--- src/rtl/alu_bist.sv ---
// Exhaustive self-test sequencer and MISR compactor for a combinational ALU.
// Optional abort input is enabled by defining ALU_BIST_ABORT_EN.
module alu_bist #(
    parameter int unsigned       W     = 4,
    parameter int unsigned       OC_W  = 3,
    parameter int unsigned       SIG_W = 16,
    parameter logic [SIG_W-1:0]  POLY  = 16'h1021,
    parameter logic [SIG_W-1:0]  SEED  = 16'hFFFF
) (
    input  logic             clk,
    input  logic             rst,
    input  logic             start,
    input  logic [SIG_W-1:0] golden,
`ifdef ALU_BIST_ABORT_EN
    input  logic             abort,
`endif
    output logic [OC_W-1:0]  alu_oc,
    output logic [W-1:0]     alu_a,
    output logic [W-1:0]     alu_b,
    input  logic [W-1:0]     alu_f,
    output logic             busy,
    output logic             done,
    output logic             pass,
    output logic [SIG_W-1:0] signature
);

    localparam int unsigned IDX_W = OC_W + 2 * W;

    typedef enum logic [1:0] {
        S_IDLE = 2'd0,
        S_RUN  = 2'd1,
        S_DONE = 2'd2
    } state_e;

    state_e             state_q, state_d;
    logic [IDX_W-1:0]   idx_q, idx_d;
    logic [SIG_W-1:0]   misr_q, misr_d;
    logic               done_q, done_d;
    logic               pass_q, pass_d;

    logic [SIG_W-1:0]   misr_step;
    logic               last_vec;
    logic               abort_req;

`ifdef ALU_BIST_ABORT_EN
    always_comb abort_req = abort;
`else
    always_comb abort_req = 1'b0;
`endif

    always_comb begin
        misr_step = {misr_q[SIG_W-2:0], 1'b0}
                  ^ (misr_q[SIG_W-1] ? POLY : '0)
                  ^ {{(SIG_W-W){1'b0}}, alu_f};
        last_vec  = (idx_q == '1);
    end

    always_ff @(posedge clk or posedge rst) begin
        if (rst) begin
            state_q <= S_IDLE;
            idx_q   <= '0;
            misr_q  <= SEED;
            done_q  <= 1'b0;
            pass_q  <= 1'b0;
        end else begin
            state_q <= state_d;
            idx_q   <= idx_d;
            misr_q  <= misr_d;
            done_q  <= done_d;
            pass_q  <= pass_d;
        end
    end

    always_comb begin
        state_d = state_q;
        idx_d   = idx_q;
        misr_d  = misr_q;
        done_d  = done_q;
        pass_d  = pass_q;

        case (state_q)
            S_IDLE, S_DONE: begin
                if (start) begin
                    state_d = S_RUN;
                    idx_d   = '0;
                    misr_d  = SEED;
                    done_d  = 1'b0;
                    pass_d  = 1'b0;
                end
            end
            S_RUN: begin
                // Abort leaves the partial signature visible and wins over completion.
                if (abort_req) begin
                    state_d = S_IDLE;
                    idx_d   = '0;
                    done_d  = 1'b0;
                    pass_d  = 1'b0;
                end else begin
                    misr_d = misr_step;
                    idx_d  = idx_q + 1'b1;
                    if (last_vec) begin
                        state_d = S_DONE;
                        done_d  = 1'b1;
                        pass_d  = (misr_step == golden);
                    end
                end
            end
            default: begin
                state_d = S_IDLE;
                idx_d   = '0;
                misr_d  = SEED;
                done_d  = 1'b0;
                pass_d  = 1'b0;
            end
        endcase
    end

    always_comb begin
        busy                    = (state_q == S_RUN);
        done                    = done_q;
        pass                    = pass_q;
        signature               = misr_q;
        {alu_oc, alu_a, alu_b}  = busy ? idx_q : '0;
    end

endmodule
--- config.mk ---
export PLATFORM = sky130hd
export DESIGN_NAME = alu_bist
export DESIGN_NICKNAME = d
export VERILOG_FILES = /design/src/rtl/alu_bist.sv
export SDC_FILE = /design/constraint.sdc
export NUM_CORES = 1
export LEC_CHECK = 0
export ABC_AREA = 1
export BUFFER_PORTS_ARGS = -buffer_cell sky130_fd_sc_hd__buf_4
export CAP_MARGIN = 15
export CORE_ASPECT_RATIO = 1.2
export CORE_MARGIN = 2
export CORE_UTILIZATION = 51
export DETAILED_ROUTE_END_ITERATION = 10
export HOLD_SLACK_MARGIN = 0.05
export PLACE_DENSITY = 0.81
export RECOVER_POWER = 25
export REMOVE_ABC_BUFFERS = 1
export SYNTH_ARGS = -nofsm -noshare
export SYNTH_HDL_FRONTEND = slang
export SYNTH_SLANG_ARGS = --single-unit
--- constraint.sdc ---
create_clock -name clk -period 1.72 [get_ports clk]
set_clock_uncertainty 0.15 [all_clocks]
set_input_delay 0.516 -clock clk [delete_from_list [all_inputs] [get_ports clk]]
set_output_delay 0.516 -clock clk [all_outputs]
set_load 0.02 [all_outputs]
==> run_summary.xml <==
<?xml version="1.0" encoding="UTF-8"?>
<metrics>
  <group name="outcome">
    <metric name="run_status" unit="">finished, violations left</metric>
    <metric name="violations" unit="">setup timing</metric>
  </group>
  <group name="clocking">
    <metric name="cts.clk_slew.worst_paths" unit="ns">0.06</metric>
    <metric name="clock_sink_count" unit="">30</metric>
    <metric name="cts_buffer_depth" unit="">2</metric>
    <metric name="latest_clock_arrival_within_the_worst_skew_pair" unit="ns">0.28</metric>
    <metric name="cts_tree" unit="">yes</metric>
    <metric name="htreeDepth" unit="">2</metric>
    <metric name="cts-root-buf" unit="">clkbuf_8</metric>
    <metric name="numCtsBuffers" unit="">5</metric>
  </group>
  <group name="pwr">
    <metric name="power.total" unit="uW">3870</metric>
    <metric name="power.ir.vdd_worst" unit="V">0.00137</metric>
    <metric name="static-leakage-power" unit="uW">0.00130</metric>
    <metric name="powerDensity" unit="nW/um^2">1560</metric>
  </group>
  <group name="layout">
    <metric name="flow.area_growth_from_synthesis" unit="%">45.9</metric>
    <metric name="layout.core_utilization" unit="">0.757</metric>
    <metric name="design.final.nets" unit="">324</metric>
    <metric name="antenna_cells_inserted" unit="">0</metric>
    <metric name="post_layout_nonfiller_instances" unit="">338</metric>
    <metric name="final_layout_size_suffix_gt1_frac" unit="">0.412</metric>
  </group>
  <group name="sta">
    <metric name="fin_ws" unit="ns">-0.168</metric>
    <metric name="timing.final.crit_period" unit="ns">1.89</metric>
    <metric name="rsz0062_at_grt" unit="">true</metric>
    <metric name="final_max_slew_viol_count" unit="">0</metric>
    <metric name="worstMarginPinSlew" unit="ns">0.732</metric>
    <metric name="report.final.hold_viol_count" unit="">0</metric>
    <metric name="setup_viol" unit="">12</metric>
    <metric name="timing.setup.tns" unit="ns">-1.75</metric>
    <metric name="period_share" unit="">1.10</metric>
    <metric name="maxClockFrequency" unit="GHz">0.530</metric>
    <metric name="hold-worst-slack" unit="ns">0.294</metric>
    <metric name="timing.slew.headroom" unit="">0.512</metric>
  </group>
  <group name="synthesis">
    <metric name="synth-warning-count" unit="">0</metric>
    <metric name="ys_seq_elements" unit="">30</metric>
    <metric name="synth_cell_type_count" unit="">28</metric>
    <metric name="synth.avg_cell_area" unit="um^2">7.60</metric>
    <metric name="synth_cells" unit="">224</metric>
    <metric name="synth.cell_area" unit="um^2">1700</metric>
    <metric name="synth-async-reset-ratio" unit="">1.00</metric>
    <metric name="dominantRegCellSynth" unit="">dfstp_2</metric>
    <metric name="synth_edf_count" unit="">0</metric>
    <metric name="synth-seq-area-share" unit="">0.453</metric>
  </group>
  <group name="worst_setup_path">
    <metric name="critPathMostFrequentCell" unit="">buf_6</metric>
    <metric name="worstPathBufferInverterCount" unit="">3</metric>
    <metric name="critical-path-slowest-cell" unit="">dfrtp_1</metric>
    <metric name="worstPathArrival" unit="ns">1.22</metric>
    <metric name="timing.setup.critical_path_class" unit="">register to output pin</metric>
    <metric name="startpoint_type" unit="">register</metric>
    <metric name="critical_path_required" unit="ns">1.05</metric>
    <metric name="r2r-start" unit="">idx_q[1]$_DFFE_PP0P_</metric>
    <metric name="cpPeakStageDelay" unit="ns">0.39</metric>
    <metric name="worst_setup_path_end_kind" unit="">output pin</metric>
    <metric name="critical-path-top-delay-family" unit="">flip-flops</metric>
    <metric name="timing.critical_path.from" unit="">done$_DFFE_PP0P_</metric>
    <metric name="worstPathCellList" unit="">inv_2, nand2_4, buf_6, nor2_4, buf_6</metric>
    <metric name="worst-path-max-fanout" unit="">5</metric>
  </group>
  <group name="grt">
    <metric name="global_route_usage_sum" unit="">0.254</metric>
    <metric name="global_route.overflow_total" unit="">0</metric>
    <metric name="grt_first_pass_wirelength" unit="um">7420</metric>
    <metric name="grt_start_max_net_pins" unit="">31</metric>
    <metric name="grt_antenna_before_repair" unit="">0</metric>
    <metric name="grt_pass1_vias" unit="">1660</metric>
  </group>
  <group name="floorplanning">
    <metric name="die_height" unit="um">67.3</metric>
    <metric name="floorplan.initialDensity" unit="">0.519</metric>
    <metric name="floorplan.die_area" unit="um^2">3820</metric>
    <metric name="floorplan.io_pins" unit="">53</metric>
    <metric name="fp-row-count" unit="">23</metric>
    <metric name="floorplan.die.width" unit="um">56.8</metric>
    <metric name="core_region_area" unit="um^2">3280</metric>
  </group>
  <group name="route">
    <metric name="detail_route.wirelength" unit="um">4480</metric>
    <metric name="final_antenna_net_count" unit="">0</metric>
    <metric name="dr.first_iter.drc_count" unit="">96</metric>
    <metric name="total_vias_in_the_final_route" unit="">1729</metric>
    <metric name="drc" unit="">0</metric>
    <metric name="detailedRoute.firstPassIterationCount" unit="">4</metric>
    <metric name="avgRoutedWirePerCell" unit="um">13.3</metric>
    <metric name="via_per_inst" unit="">5.12</metric>
  </group>
  <group name="placed_design">
    <metric name="dp_cells" unit="">314</metric>
    <metric name="detailedPlacementHpwl" unit="um">2960</metric>
    <metric name="port_buffers" unit="">52</metric>
    <metric name="routabilityCongestion" unit="">0.758</metric>
  </group>
  <group name="flow_run">
    <metric name="cap_viol_max_count" unit="">0</metric>
  </group>
  <group name="hold_path">
    <metric name="worst_hold_path_type" unit="">input port to async pin</metric>
  </group>
</metrics>
==> flip-flops by register name (all words and copies together) (netlist names) <==
name,cells
done,1
idx_q,11
state_q,1
signature,16
pass,1
==> metrics by stage <==
stage          worst slack [ns]  area [um^2]
2_1_floorplan            -0.533         1670
3_3_place_gp             0.0928         2160
3_5_place_dp             0.0359         2160
4_1_cts                  -0.140         2410
5_1_grt                  -0.207         2480
6_report                 -0.168         2480
==> cells in the mapped netlist, types with 3 or more instances <==
cell | n | area, um^2
dfrtp_1 | 14 | 350
o21ai_0 | 3 | 15.0
dfstp_2 | 16 | 420
xor2_1 | 4 | 35.0
inv_1 | 43 | 161
a21oi_1 | 5 | 25.0
buf_2 | 4 | 20.0
nand3_1 | 6 | 30.0
nand2_1 | 58 | 218
xnor2_1 | 8 | 70.1
o22ai_1 | 16 | 100
nor2_1 | 24 | 90.1
==> layout by cell type (no fill, tap or decap), drive strengths merged <==
| cell type | Yosys | layout |
|---|---|---|
| a21oi | 5 | 5 |
| dfstp | 16 | 16 |
| a31oi | 1 | 1 |
| nand3 | 6 | 6 |
| buf | 5 | 73 |
| nand4 | 1 | 1 |
| clkinv | 0 | 1 |
| xor2 | 4 | 4 |
| nor4 | 1 | 1 |
| a22oi | 2 | 2 |
| dfrtp | 14 | 14 |
| o221ai | 1 | 1 |
| nor2 | 28 | 28 |
| clkbuf | 1 | 9 |
| o211ai | 1 | 1 |
| nand3b | 2 | 2 |
| nand2 | 60 | 60 |
| xnor2 | 8 | 8 |
| o21ai | 5 | 5 |
| ha | 1 | 1 |
| inv | 44 | 44 |
| o22ai | 16 | 16 |
| or2 | 2 | 2 |
==> final timing paths <==
kind / to / slack [ns] / depth (start not counted)
setup / recovery: alu_a[0] / -0.17 / 5
hold / removal: done$_DFFE_PP0P_ / 0.29 / 3
setup reg to reg: idx_q[10]$_DFFE_PP0P_ / 0.07 / 10
hold reg to reg: idx_q[10]$_DFFE_PP0P_ / 0.35 / 2
max in group asynchronous: idx_q[3]$_DFFE_PP0P_ / 0.67 / 3
min in group clk: idx_q[10]$_DFFE_PP0P_ / 0.35 / 2
==> cell families (layout without fill, tap and decap cells) <==
family	after synthesis	count (layout)	synth area share
xor+xnor	12	12	0.0617
compound gates	31	31	0.113
fa+ha+maj	1	1	0.00735
simple gates	100	100	0.250
buf+inv	50	127	0.115
flops	30	30	0.453
==> report_power, final <==
part,switching (uW),total [uW],internal (uW)
Combinational,1010,1890,881
Sequential,282,1380,1100
Clock,270,593,322
==> final cells by class <==
| cell class | count | area (um^2) |
|---|---|---|
| sequential | 30 | 771 |
| clock buffer | 7 | 86.3 |
| timing repair buffer | 75 | 598 |
| tap | 37 | 46.3 |
| multi-input combinational | 144 | 813 |
| fill | 251 | 796 |
| inverter | 44 | 165 |
| clock inverter | 1 | 5.00 |
==> worst reg2reg max path: stages, from the launching register on <==
cell and delay (ns):
dfrtp_1 0.41, ha_4 0.16, nand2_2 0.07, nor2_4 0.19
nand2_4 0.09, nor2_4 0.11, nand2_1 0.05, nand2_1 0.11
nand2_2 0.06, o21ai_1 0.09, inv_1 0.05
==> what timing repair did <==
item,in CTS,in global routing
pin swaps,0,4
endpoints found under the setup margin,13,15
resized for setup,29,6
hold buffers,0,0
cloned,1,0
setup buffers,8,7
==> layer usage <==
metal,vias up,share of wire,GRT usage
li1,852,-,-
met1,796,0.39,0.304
met2,72,0.52,0.433
met3,9,0.080,0.0613
met4,0,0.018,0.119
met5,-,0,0
Note: power is estimated with default switching activity, not from simulation.
